==> src/rtl/ltssm_pkg.sv <==
// Shared LTSSM definitions: substate encoding, ordered-set codes, timer loads and lane masking.
// Used by both the TX and RX link-training controllers.
package ltssm_pkg;

  localparam logic [3:0] detectQuiet          = 4'd0;
  localparam logic [3:0] detectActive         = 4'd1;
  localparam logic [3:0] pollingActive        = 4'd2;
  localparam logic [3:0] pollingConfiguration = 4'd3;
  localparam logic [3:0] configLinkWidthStart = 4'd4;
  localparam logic [3:0] configLinkWidthAccept = 4'd5;
  localparam logic [3:0] configLaneNumWait    = 4'd6;
  localparam logic [3:0] configLaneNumAccept  = 4'd7;
  localparam logic [3:0] configurationComplete = 4'd8;
  localparam logic [3:0] configurationIdle    = 4'd9;

  localparam logic [1:0] osNone = 2'd0;
  localparam logic [1:0] osTs1  = 2'd1;
  localparam logic [1:0] osTs2  = 2'd2;
  localparam logic [1:0] osIdle = 2'd3;

  localparam logic [5:0] timer2ms  = 6'd2;
  localparam logic [5:0] timer12ms = 6'd12;
  localparam logic [5:0] timer24ms = 6'd24;
  localparam logic [5:0] timer48ms = 6'd48;

  typedef struct packed {
    logic [1:0] os;
    logic       timerEn;
    logic [5:0] timer;
  } osCfg_t;

  // Bit mask of active lanes; zero for a lane count that is not a legal link width.
  function automatic logic [31:0] laneMask(input logic [4:0] lanes);
    logic [31:0] mask;
    case (lanes)
      5'd1:    mask = 32'h0000_0001;
      5'd2:    mask = 32'h0000_0003;
      5'd4:    mask = 32'h0000_000F;
      5'd8:    mask = 32'h0000_00FF;
      5'd16:   mask = 32'h0000_FFFF;
      default: mask = 32'h0000_0000;
    endcase
    return mask;
  endfunction

endpackage

==> src/rtl/tx_os_counter.sv <==
// Saturating counters of ordered sets sent before (sentCount) and after (postCount) RX completion.
module tx_os_counter #(
  parameter int unsigned WIDTH = 11
) (
  input  logic             clk,
  input  logic             reset,
  input  logic             clear,
  input  logic             incSent,
  input  logic             incPost,
  output logic [WIDTH-1:0] sentCount,
  output logic [WIDTH-1:0] postCount
);

  always_ff @(posedge clk or negedge reset) begin
    if (!reset) begin
      sentCount <= '0;
      postCount <= '0;
    end else if (clear) begin
      sentCount <= '0;
      postCount <= '0;
    end else begin
      if (incSent && (sentCount != {WIDTH{1'b1}})) sentCount <= sentCount + 1'b1;
      if (incPost && (postCount != {WIDTH{1'b1}})) postCount <= postCount + 1'b1;
    end
  end

endmodule

==> src/rtl/master_tx_ltssm.sv <==
// TX-side LTSSM substate controller: picks the ordered set to send, drives electrical idle,
// enforces minimum OS counts around RX completion and reports finish/exitTo.
module master_tx_ltssm
  import ltssm_pkg::*;
#(
  parameter int unsigned MAXLANES      = 16,
  parameter int unsigned POLL_MIN_TS1  = 1024,
  parameter int unsigned POST_RX_COUNT = 16
) (
  input  logic                clk,
  input  logic                reset,
  input  logic [3:0]          substate,
  input  logic [4:0]          numberOfDetectedLanes,
  input  logic                osSent,
  input  logic                rxFinish,
  input  logic                rxFailed,
  input  logic                timeOut,
  output logic [1:0]          osType,
  output logic [MAXLANES-1:0] txElecIdle,
  output logic                enableScrambler,
  output logic                finish,
  output logic [3:0]          exitTo,
  output logic [5:0]          setTimer,
  output logic                enableTimer,
  output logic                resetTimer
);

  localparam int unsigned CntW = 11;

  localparam logic [1:0] START = 2'd0;
  localparam logic [1:0] COUNT = 2'd1;
  localparam logic [1:0] POST  = 2'd2;
  localparam logic [1:0] DONE  = 2'd3;

  logic [1:0]      state, stateNext;
  logic [3:0]      lastState, lastStateNext;
  logic            rxDone, rxDoneNext;
  logic [CntW-1:0] minSent, postTarget;
  osCfg_t          cfg;

  logic            clearCnt, loadCfg, success, failed;
  logic [CntW-1:0] sentCount, postCount;

  // Table decode for the requested substate.
  osCfg_t          newCfg;
  logic [CntW-1:0] newMin, newPost;
  logic            legal;

  always_comb begin
    newCfg  = '{os: osNone, timerEn: 1'b1, timer: timer24ms};
    newMin  = '0;
    newPost = '0;
    legal   = 1'b1;
    case (substate)
      detectQuiet:  newCfg = '{os: osNone, timerEn: 1'b1, timer: timer12ms};
      detectActive: newCfg = '{os: osNone, timerEn: 1'b0, timer: 6'd0};
      pollingActive: begin
        newCfg = '{os: osTs1, timerEn: 1'b1, timer: timer24ms};
        newMin = CntW'(POLL_MIN_TS1);
      end
      pollingConfiguration: begin
        newCfg  = '{os: osTs2, timerEn: 1'b1, timer: timer48ms};
        newPost = CntW'(POST_RX_COUNT);
      end
      configLinkWidthStart, configLinkWidthAccept, configLaneNumAccept:
        newCfg = '{os: osTs1, timerEn: 1'b1, timer: timer24ms};
      configLaneNumWait: newCfg = '{os: osTs1, timerEn: 1'b1, timer: timer2ms};
      configurationComplete: begin
        newCfg  = '{os: osTs2, timerEn: 1'b1, timer: timer24ms};
        newPost = CntW'(POST_RX_COUNT);
      end
      configurationIdle: begin
        newCfg  = '{os: osIdle, timerEn: 1'b1, timer: timer24ms};
        newPost = CntW'(POST_RX_COUNT);
      end
      default: legal = 1'b0;
    endcase
  end

  // Counts including this cycle's osSent, so a completing pulse is not lost.
  logic [CntW:0] sentEff, postEff;
  logic          changed, minReached, postReached, failHit;

  assign sentEff     = {1'b0, sentCount} + {{CntW{1'b0}}, osSent};
  assign postEff     = {1'b0, postCount} + {{CntW{1'b0}}, osSent};
  assign minReached  = sentEff >= {1'b0, minSent};
  assign postReached = postEff >= {1'b0, postTarget};
  assign changed     = substate != lastState;
  assign failHit     = timeOut | rxFailed;

  always_comb begin
    stateNext     = state;
    lastStateNext = lastState;
    rxDoneNext    = rxDone;
    clearCnt      = 1'b0;
    loadCfg       = 1'b0;
    success       = 1'b0;
    failed        = 1'b0;
    case (state)
      START: begin
        if (changed) begin
          lastStateNext = substate;
          clearCnt      = 1'b1;
          rxDoneNext    = 1'b0;
          if (legal) begin
            loadCfg   = 1'b1;
            stateNext = COUNT;
          end
        end
      end
      COUNT: begin
        if (changed) begin
          stateNext = START;
        end else begin
          if (rxFinish) rxDoneNext = 1'b1;
          if ((rxDone || rxFinish) && minReached) begin
            if (postTarget == '0) begin
              stateNext = DONE;
              success   = 1'b1;
            end else begin
              stateNext = POST;
            end
          end else if (failHit) begin
            stateNext = DONE;
            failed    = 1'b1;
          end
        end
      end
      POST: begin
        if (changed) begin
          stateNext = START;
        end else if (postReached) begin
          stateNext = DONE;
          success   = 1'b1;
        end else if (failHit) begin
          stateNext = DONE;
          failed    = 1'b1;
        end
      end
      default: stateNext = START;
    endcase
  end

  tx_os_counter #(
    .WIDTH(CntW)
  ) uCounter (
    .clk      (clk),
    .reset    (reset),
    .clear    (clearCnt),
    .incSent  ((state == COUNT) && osSent && !changed),
    .incPost  ((state == POST) && osSent && !changed),
    .sentCount(sentCount),
    .postCount(postCount)
  );

  // Registered outputs follow the next state so they line up with it.
  logic                active;
  osCfg_t              cfgNext;
  logic [MAXLANES-1:0] laneIdle, elecIdleNext;
  logic [31:0]         mask;

  assign active  = (stateNext == COUNT) || (stateNext == POST);
  assign cfgNext = loadCfg ? newCfg : cfg;
  assign mask    = laneMask(numberOfDetectedLanes);

  always_comb begin
    if (32'(numberOfDetectedLanes) > MAXLANES) laneIdle = '1;
    else                                       laneIdle = ~mask[MAXLANES-1:0];
    if ((lastStateNext <= detectActive) || (lastStateNext > configurationIdle))
      elecIdleNext = '1;
    else
      elecIdleNext = laneIdle;
  end

  always_ff @(posedge clk or negedge reset) begin
    if (!reset) begin
      state           <= START;
      lastState       <= 4'hF;
      rxDone          <= 1'b0;
      cfg             <= '0;
      minSent         <= '0;
      postTarget      <= '0;
      osType          <= osNone;
      txElecIdle      <= '1;
      enableScrambler <= 1'b0;
      finish          <= 1'b0;
      exitTo          <= 4'd0;
      setTimer        <= 6'd0;
      enableTimer     <= 1'b0;
      resetTimer      <= 1'b0;
    end else begin
      state     <= stateNext;
      lastState <= lastStateNext;
      rxDone    <= rxDoneNext;
      if (loadCfg) begin
        cfg        <= newCfg;
        minSent    <= newMin;
        postTarget <= newPost;
      end
      osType          <= active ? cfgNext.os : osNone;
      txElecIdle      <= elecIdleNext;
      enableScrambler <= active && (lastStateNext == configurationIdle);
      finish          <= success | failed;
      exitTo          <= success ? lastState + 4'd1 : 4'd0;
      setTimer        <= (active && cfgNext.timerEn) ? cfgNext.timer : 6'd0;
      enableTimer     <= active && cfgNext.timerEn;
      resetTimer      <= loadCfg && newCfg.timerEn;
    end
  end

endmodule

==> config.mk <==
export PLATFORM = sky130hd
export DESIGN_NAME = master_tx_ltssm
export DESIGN_NICKNAME = d
export VERILOG_FILES = /design/src/rtl/ltssm_pkg.sv /design/src/rtl/tx_os_counter.sv /design/src/rtl/master_tx_ltssm.sv
export SDC_FILE = /design/constraint.sdc
export NUM_CORES = 1
export LEC_CHECK = 0
export CORE_ASPECT_RATIO = 1.2
export CORE_UTILIZATION = 57
export CTS_CLUSTER_DIAMETER = 80
export CTS_CLUSTER_SIZE = 20
export DETAILED_ROUTE_END_ITERATION = 6
export GPL_ROUTABILITY_DRIVEN = 0
export PLACE_DENSITY_LB_ADDON = 0.1
export SYNTH_ARGS = -nofsm -noshare
export SYNTH_HDL_FRONTEND = slang
export SYNTH_SLANG_ARGS = --single-unit
==> constraint.sdc <==
create_clock -name clk -period 6.6 [get_ports clk]
set_clock_uncertainty 0.05 [all_clocks]
set_input_delay 0.99 -clock clk [delete_from_list [all_inputs] [get_ports clk]]
set_output_delay 0.99 -clock clk [all_outputs]
set_load 0.02 [all_outputs]
After elaboration in Yosys (flattened, before gate mapping)
Cells that the tools add are included.
{"block": "word_totals", "reg_bits": 92, "elab_cells": 127}
{"block": "op_classes", "n_addsub": 5, "magnitude_cmp": 5, "n_eq_ne": 25, "muxes": 47, "bitwise_logic": 3, "n_reduce_logical": 24}
{"operator": "$pmux 16 s5", "count": 1}
{"operator": "$pmux 9 s7", "count": 1}
{"operator": "$mux 11", "count": 5}
{"operator": "$mux 16", "count": 2}
{"operator": "$add 11x1->12", "count": 2}
{"operator": "$ge 12x11->1", "count": 2}
{"operator": "$add 11x1->11 const B", "count": 2}
{"operator": "$ne 11x11->1 const B", "count": 2}
{"operator": "$mux 1", "count": 20}
{"operator": "$eq 4x3->1 const B", "count": 4}
{"operator": "$mux 2", "count": 8}
{"operator": "$not 16->16", "count": 1}
{"operator": "$eq 4x4->1 const B", "count": 3}
{"operator": "$mux 4", "count": 3}
{"operator": "$logic_not 11->1", "count": 1}
{"operator": "$logic_and 1x1->1", "count": 10}
{"operator": "$reduce_or 10->1", "count": 1}
{"operator": "$mux 9", "count": 1}
{"operator": "$eq 4x2->1 const B", "count": 2}
{"operator": "$mux 6", "count": 1}
{"operator": "$ne 2x2->1 const B", "count": 3}
{"operator": "$pmux 1 s2", "count": 3}
{"operator": "$pmux 2 s3", "count": 1}
{"operator": "$reduce_bool 2->1", "count": 3}
{"operator": "22 further kinds", "count": 27}

Logic depth before layout (Yosys ltp)
Gate-level depths: netlist of the first run.
{"block": "depth", "depth_word": 10, "depth_mapped": 13, "depth_no_buf": 13}

By module
A second synthesis of the first run with hierarchy kept.
{"block": "unflattened", "cells_unflattened": 383, "area_unflattened_um2": 3736.1}
{"module": "master_tx_ltssm", "instances": 1, "cells_per_inst": 263, "area_each_um2": 2561.2}
{"module": "tx_os_counter", "instances": 1, "cells_per_inst": 120, "area_each_um2": 1174.9}

Worst setup path before layout of the first run
Ideal clock, no wire load.
{"block": "synth_timing", "path_kind": "input to register", "start": "input port osSent", "end": "register enableScrambler", "setup_ns": 0.096, "arrival_ns": 3.362, "required_time_ns": 6.454, "setup_slack_ns": 3.092, "stages": 13, "path_cell_list": "ha_1 -> ha_1 -> nand3_1 -> xor2_1 -> ha_1 -> or4b_1 -> o21ai_1 -> o21a_1 -> o22ai_1 -> a31o_2 -> and4b_4 -> xnor2_4 -> nor4_2"}
{"block": "synth_between", "elab_chain_cells": 9, "word_cells_on_any_way": 14, "classes_between": "add/sub (2); order compare (2); eq/ne (2); mux (5); reduce/logical (3)"}
{"element": "from (decl)", "line_no": "master_tx_ltssm.sv:14", "rtl": "input logic osSent,"}
{"element": "$add 11x1->12", "line_no": "master_tx_ltssm.sv:84", "rtl": "assign sentEff = {1'b0, sentCount} + {{CntW{1'b0}}, osSent};"}
{"element": "$ge 12x11->1", "line_no": "master_tx_ltssm.sv:86", "rtl": "assign minReached = sentEff >= {1'b0, minSent};"}
{"element": "$logic_and 1x1->1", "line_no": "master_tx_ltssm.sv:116", "rtl": "if ((rxDone || rxFinish) && minReached) begin"}
{"element": "$mux 2", "line_no": "master_tx_ltssm.sv:116"}
{"element": "$mux 2", "line_no": "master_tx_ltssm.sv:112", "rtl": "if (changed) begin"}
{"element": "$pmux 2 s3 (*)", "line_no": "master_tx_ltssm.sv:99", "rtl": "case (state)"}
{"element": "$eq 2x1->1 or $eq 2x2->1 (tied branches)", "line_no": "master_tx_ltssm.sv:162", "rtl": "assign active = (stateNext == COUNT) || (stateNext == POST);"}
{"element": "$logic_or 1x1->1 (*)", "line_no": "master_tx_ltssm.sv:162"}
{"element": "$logic_and 1x1->1 (*)", "line_no": "master_tx_ltssm.sv:202", "rtl": "enableScrambler <= active && (lastStateNext == configurationIdle);"}
{"element": "to (signal assigned)", "line_no": "master_tx_ltssm.sv:202"}
{"element": "to (decl)", "line_no": "master_tx_ltssm.sv:20", "rtl": "output logic enableScrambler,"}
Mark *: on every way between the ends. The rest lies on a longest branch, timed or not.
A chain may end at the register's enable or synchronous reset.

Final worst setup path of the first run
{"block": "layout_timing", "start": "input port osSent", "end": "register osType[1]"}
{"block": "layout_between", "elab_chain_cells": 9, "word_cells_on_any_way": 14, "classes_between": "add/sub (2); order compare (2); eq/ne (2); mux (6); reduce/logical (2)"}
{"element": "$add 11x1->12", "line_no": "master_tx_ltssm.sv:84"}
{"element": "$ge 12x11->1", "line_no": "master_tx_ltssm.sv:86"}
{"element": "$logic_and 1x1->1", "line_no": "master_tx_ltssm.sv:116"}
{"element": "$mux 2", "line_no": "master_tx_ltssm.sv:116"}
{"element": "$mux 2", "line_no": "master_tx_ltssm.sv:112"}
{"element": "$pmux 2 s3 (*)", "line_no": "master_tx_ltssm.sv:99"}
{"element": "$eq 2x1->1 or $eq 2x2->1 (tied branches)", "line_no": "master_tx_ltssm.sv:162"}
{"element": "$logic_or 1x1->1 (*)", "line_no": "master_tx_ltssm.sv:162"}
{"element": "$mux 2 (*)", "line_no": "master_tx_ltssm.sv:200", "rtl": "osType <= active ? cfgNext.os : osNone;"}
{"element": "to (signal assigned)", "line_no": "master_tx_ltssm.sv:183", "rtl": "osType <= osNone;"}
{"element": "to (signal assigned)", "line_no": "master_tx_ltssm.sv:200"}
{"element": "to (decl)", "line_no": "master_tx_ltssm.sv:18", "rtl": "output logic [1:0] osType,"}
Marks and branches as above.

==> results of run 1 <==
-- state kept, by name, summed over array words and instances (netlist names) --
| name | cells |
|---|---|
| rxDone | 1 |
| txElecIdle | 5 |
| enableScrambler | 1 |
| exitTo | 4 |
| finish | 1 |
| setTimer | 6 |
| lastState | 4 |
| osType | 2 |
| uCounter.sentCount | 11 |
| postTarget | 1 |
| cfg | 9 |
| uCounter.postCount | 11 |
| state | 2 |
| resetTimer | 1 |
| minSent | 1 |
| enableTimer | 1 |
-- power groups by stage --
| stage | Sequential (mW) | Combinational (mW) | Clock (mW) |
|---|---|---|---|
| 5_1_grt | 0.521 | 0.552 | 0.386 |
| 3_3_place_gp | 0.515 | 0.492 | 0 |
| 6_report | 0.511 | 0.496 | 0.357 |
| 3_5_place_dp | 0.516 | 0.500 | 0 |
| 2_1_floorplan | 0.542 | 0.317 | 0 |
| 4_1_cts | 0.511 | 0.505 | 0.366 |
-- critical path: stages --
cell	delay, ps
clkdlybuf4s50_1	620
ha_1	200
ha_1	180
nand3_1	120
xor2_1	180
ha_1	290
or4b_1	430
o21ai_1	150
o21a_1	140
o22ai_1	70
a31o_2	240
and4b_4	230
xnor2_4	350
nor3b_1	90
-- cell type report --
type                    count  area share, %
inverters                  13           1.17
clock inverters             7           2.16
well taps                  82           2.46
flip-flops and latches     61           36.9
repair buffers             48           11.3
multi-input cells         275           43.0
clock buffers               9           2.97
-- cell families (layout without fill, tap and decap cells) --
logic type	after synthesis	in the layout	synth area share, %
simple gates	158	158	22.4
flops	61	61	43.4
mux	8	8	2.40
fa+ha+maj	15	15	5.30
buf+inv	41	77	5.97
xor+xnor	33	33	8.90
compound gates	61	61	11.6
-- worst max path at each step --
stage | startpoint | endpoint | depth (start not counted)
floorplan | osSent | enableScrambler | 13
CTS | osSent | setTimer[5] | 14
global placement | osSent | osType[1] | 14
global route | osSent | osType[0] | 14
finish | osSent | osType[1] | 14
detailed placement | osSent | setTimer[2] | 14
-- metal layers --
metal  vias to the layer above  global-route usage (%)
li1                       1348                       -
met5                         -                       0
met1                      1312                    31.0
met3                        13                    4.44
met4                         0                    9.97
met2                        56                    39.4
-- placed cells by master (no fill, tap or decap), drive strengths merged, types with 10 or more instances in the layout --
master         Yosys  final
dfrtp             52     52
nor2              51     51
clkdlybuf4s50      0     45
nand2             38     38
nand3             22     22
xor2              19     19
o21ai             18     18
a21oi             16     16
ha                15     15
xnor2             14     14
inv               13     13
nor3              10     10
==> results_dict.tcl, run 1 <==
set metrics [dict create \
    status "finished clean" \
    min_cycle_time_layout_ps 4130 \
    final_cell_area_um2 4170 \
    detailed_place.area_um2 3950 \
    synth-async-reset-ratio_pct 100 \
    fp.coreArea_um2 6010 \
    synthMostInstantiatedCell "dfrtp_1" \
    first_global_vias 2632 \
    initial_utilization_pct 58.9 \
    placement.setup.worst_slack_ps 2130 \
    worst_hold_path.endpoint "cfg[0]" \
    drt_pass1_iterations 4 \
    p_comb_share_pct 36.4 \
    die_width_um 74.0 \
    power_frac_seq_pct 37.4 \
    met3_length_um 242 \
    synth_top_cell_area_share_pct 36.7 \
    synth_cells 377 \
    power.density_nw_per_um2 328 \
    finish.cell_count_without_fillers 495 \
    route.detailed.wl_per_inst_um 14.0 \
    cts_htree_levels 3 \
    grt_usage_pct 24.0 \
    design.die.area_um2 6530 \
    rsz0062_at_grt "no" \
    regToRegSetupSlack_ps 3150 \
    netlist_top_cells_count "dfrtp_1 (52), nor2_1 (51), nand2_1 (37)" \
    holdBufCountCts 0 \
    reg2reg_depth 12 \
    clock_tree.buffer_depth 2 \
    numCtsBuffers 9 \
    cts_post_setup_buffers_inserted 0 \
    startpoint_type "primary input" \
    dp.final_hpwl_um 5000 \
    slew_headroom_pct 50.5 \
    drive_above_1_share_pct 10.9 \
    antenna-diode-count 0 \
    finalHoldViolations 0 \
    power_switching_mw 0.485 \
    design_power_total_mw 1.36 \
    net_count_after_synthesis 407 \
    worst_slew_pin_slew_ps 742 \
    area_delta_synth_final_pct 17.6 \
    worst_hold_path.num_cells 2 \
    multi_input_area_um2 1790 \
    critical_path_peak_fanout 10 \
    reg2reg_to "osType[1]" \
    rr_startpoint "uCounter.sentCount[2]" \
    post_synth_main_area_contributors "dfrtp_1 (37%), dfstp_2 (6.7%), nor2_1 (5.4%)" \
    drt_first_iter_violations 171 \
    yosysWarnings 0 \
    total_met2_wirelength_after_detailed_routing_um 3540 \
    drc 0 \
    grt_pass1_wl_um 12000 \
    port_buffers 46 \
    final.period_utilization_pct 62.5 \
    data_required_time_of_the_worst_path_ps 6760 \
    grt-ovfl-total 0 \
    fillcell_total 469 \
    totalNegativeSetupSlack_ps 0 \
    path_clk_slew_ps 70 \
    wl_met1_um 3020 \
    dr.max_layer_used "met4" \
    sw_share_pct 35.5 \
    mapped_avg_cell_area_um2 9.39 \
    drt.antenna.violating_nets 0 \
    floorplan.die.height_um 88.3 \
    hold_ws_ps 420 \
    pin_count 47 \
    synth_sequential_area_ratio_pct 43.4 \
    placed_cells_incl_taps 479 \
    postSynthRegisterBits 61 \
    worstSetupEndpointType "flip-flop" \
    drt-total-wl_um 6920 \
    largest_net_degree_at_the_start_of_global_routing 62 \
    synth_area_um2 3540 \
    layout_setup_ws_ps 2470 \
    drv_cap 0 \
    max-vdd-ir-drop_mv 0.250 \
    synth_enable_flop_cells 0 \
    critical_path_arrival_ps 4280 \
    timing.final.max_slew_violations 0 \
    antenna_found_initial 0 \
    clock_insertion_delay_at_the_later_pin_of_the_skew_report_ps 340 \
    min_from "cfg[0]" \
    number_of_unique_standard_cell_types_used_by_synthesis 62 \
    min-delay-path-class "reg -> reg" \
    synth_ff_type "dfrtp_1" \
    path_class "in -> reg" \
    fin_util_pct 69.3 \
    core.rowCount 31 \
    finalSetupViolCount 0 \
    cts_sinks 61 \
    cts_resized 0 \
    yosysTopAreaCell "dfrtp_1" \
    nNetsFinal 438 \
    p_leak_nw 1.81 \
    seq_area_um2 1540 \
    p_int_mw 0.880 \
    p_clk_share_pct 26.2 \
    clockRootBuffer "clkbuf_8" \
    timing.fmax_mhz 242 \
    via_count 2729 \
    tritoncts "yes" \
    route.detailed.vias_per_inst 5.51 \
]
Note: power is estimated with default switching activity, not from simulation.
==> run 2, diff against run 1 <==
--- a/config.mk
+++ b/config.mk
@@ -6,7 +6,7 @@
 export NUM_CORES = 1
 export LEC_CHECK = 0
 export CORE_ASPECT_RATIO = 1.2
-export CORE_UTILIZATION = 57
+export CORE_UTILIZATION = 50
 export CTS_CLUSTER_DIAMETER = 80
 export CTS_CLUSTER_SIZE = 20
 export DETAILED_ROUTE_END_ITERATION = 6
==> constraint.sdc (replaced) <==
create_clock -name clk -period 3.7 [get_ports clk]
set_clock_uncertainty 0.05 [all_clocks]
set_input_delay 0.555 -clock clk [delete_from_list [all_inputs] [get_ports clk]]
set_output_delay 0.555 -clock clk [all_outputs]
set_load 0.02 [all_outputs]
==> run 2 against run 1 <==
Net effect: final cell count rose by 3.8%; via count rose by 1.7%; clock-buffer cell count rose by 3; critical path type is now reg -> reg; highest routed layer unchanged.
==> results_dict.tcl, run 2 (same netlist as run 1, synthesis figures left out) <==
set metrics [dict create \
    finalHoldViolations 0 \
    layout_setup_ws_ps 362 \
    detailed_place.area_um2 4060 \
    most_frequent_standard_cell_in_the_layout_excluding_fill_and_tap_cells "dfrtp_1" \
    nNetsFinal 452 \
    route.detailed.vias_per_inst 5.40 \
    path_clk_slew_ps 70 \
    min_cycle_time_layout_ps 3340 \
    drt_pass1_iterations 4 \
    core.rowCount 33 \
    grt_usage_pct 22.1 \
    cts_htree_levels 3 \
    tritoncts "yes" \
    clock_tree.buffer_depth 2 \
    finish.cell_count_without_fillers 514 \
    reg2reg_depth 13 \
    numCtsBuffers 9 \
    status "finished clean" \
    drc 0 \
    dp.final_hpwl_um 5340 \
    drt_first_iter_violations 135 \
    critical_path_peak_fanout 9 \
    fillcell_total 611 \
    via_count 2775 \
    drt-total-wl_um 7240 \
    critical_path_arrival_ps 3530 \
    min-delay-path-class "in -> async" \
    slew_headroom_pct 40.9 \
    data_required_time_of_the_worst_path_ps 3890 \
    finalSetupViolCount 0 \
    path_class "reg -> reg" \
    layout_common_cells "dfrtp_1 (52), nor2_1 (51), clkdlybuf4s50_1 (44)" \
    worstSetupEndpointType "flip-flop" \
    placed_cells_incl_taps 498 \
    clockRootBuffer "clkbuf_8" \
    power.density_nw_per_um2 584 \
    floorplan.die.height_um 94.2 \
    final_cell_area_um2 4280 \
    port_buffers 46 \
    area_delta_synth_final_pct 21.0 \
    drv_cap 0 \
    design.die.area_um2 7420 \
    drive_above_1_share_pct 13.3 \
    initial_utilization_pct 51.7 \
    p_leak_nw 1.89 \
    grt_pass1_wl_um 12600 \
    rsz0062_at_grt "no" \
    route.detailed.wl_per_inst_um 14.1 \
    fin_util_pct 62.5 \
    drt.antenna.violating_nets 0 \
    startpoint_type "flip-flop" \
    max-vdd-ir-drop_mv 0.425 \
    totalNegativeSetupSlack_ps 0 \
    design_power_total_mw 2.50 \
    antenna_found_initial 0 \
    timing.fmax_mhz 300 \
    cts_sinks 61 \
    clock_insertion_delay_at_the_later_pin_of_the_skew_report_ps 340 \
    fp.coreArea_um2 6850 \
    placement.setup.worst_slack_ps -153 \
    hold_ws_ps 277 \
    die_width_um 78.8 \
    first_global_vias 2708 \
    grt-ovfl-total 0 \
    final.period_utilization_pct 90.2 \
    timing.final.max_slew_violations 0 \
    holdBufCountCts 0 \
    largest_net_degree_at_the_start_of_global_routing 42 \
    worst_slew_pin_slew_ps 886 \
    reg.largest.list "uCounter.postCount: 11 flops, uCounter.sentCount: 11 flops, cfg: 9 flops" \
    pin_count 47 \
    antenna-diode-count 0 \
]
[run 2: critical path: stages, from the launching register on]
cell and delay (ps):
dfrtp_1 510, nand4_1 190, nor3_1 340, nand2_1 110
xnor2_1 140, ha_1 280, o2111a_1 150, o211ai_1 80
a2111o_1 400, a211o_1 290, and4b_4 230, xnor2_4 160
buf_4 150, nor4_1 170
[run 2: final timing paths]
kind	start	endpoint	slack [ps]
min in group clk	cfg[0]	cfg[0]	420
worst max register to register	uCounter.sentCount[2]	osType[0]	360
worst max-delay path	uCounter.sentCount[2]	osType[0]	360
worst min register to register	cfg[0]	cfg[0]	420
worst min-delay path	reset	uCounter.postCount[5]	280
max in group asynchronous	reset	exitTo[3]	2500
[run 2: repair_timing]
| action | in CTS | in global routing |
|---|---|---|
| resized for setup | 0 | 1 |
| hold endpoints to repair | 0 | 0 |
| setup endpoints to repair | 0 | 2 |
| buffers inserted | 0 | 0 |
[run 2: area by class of cell]
cell class	instances	area, µm²	share of cell area [%]
multi-input combinational	275	1790	41.8
timing repair buffer	62	578	13.5
clock inverter	4	72.6	1.69
sequential	61	1540	35.9
clock buffer	12	145	3.39
inverter	13	48.8	1.14
tap	87	109	2.54
[run 2: routing by layer]
layer	up-vias	share of wire [%]	global-route usage (%)
li1	1379	-	-
met1	1337	45	27.9
met2	48	50	36.4
met3	11	3.5	5.53
met4	0	2.0	8.33
met5	-	0	0
[run 2: where the power goes]
part | switching, mW | internal (mW)
Sequential | 0.0890 | 0.821
Clock | 0.266 | 0.397
Combinational | 0.524 | 0.403
Total | 0.879 | 1.62
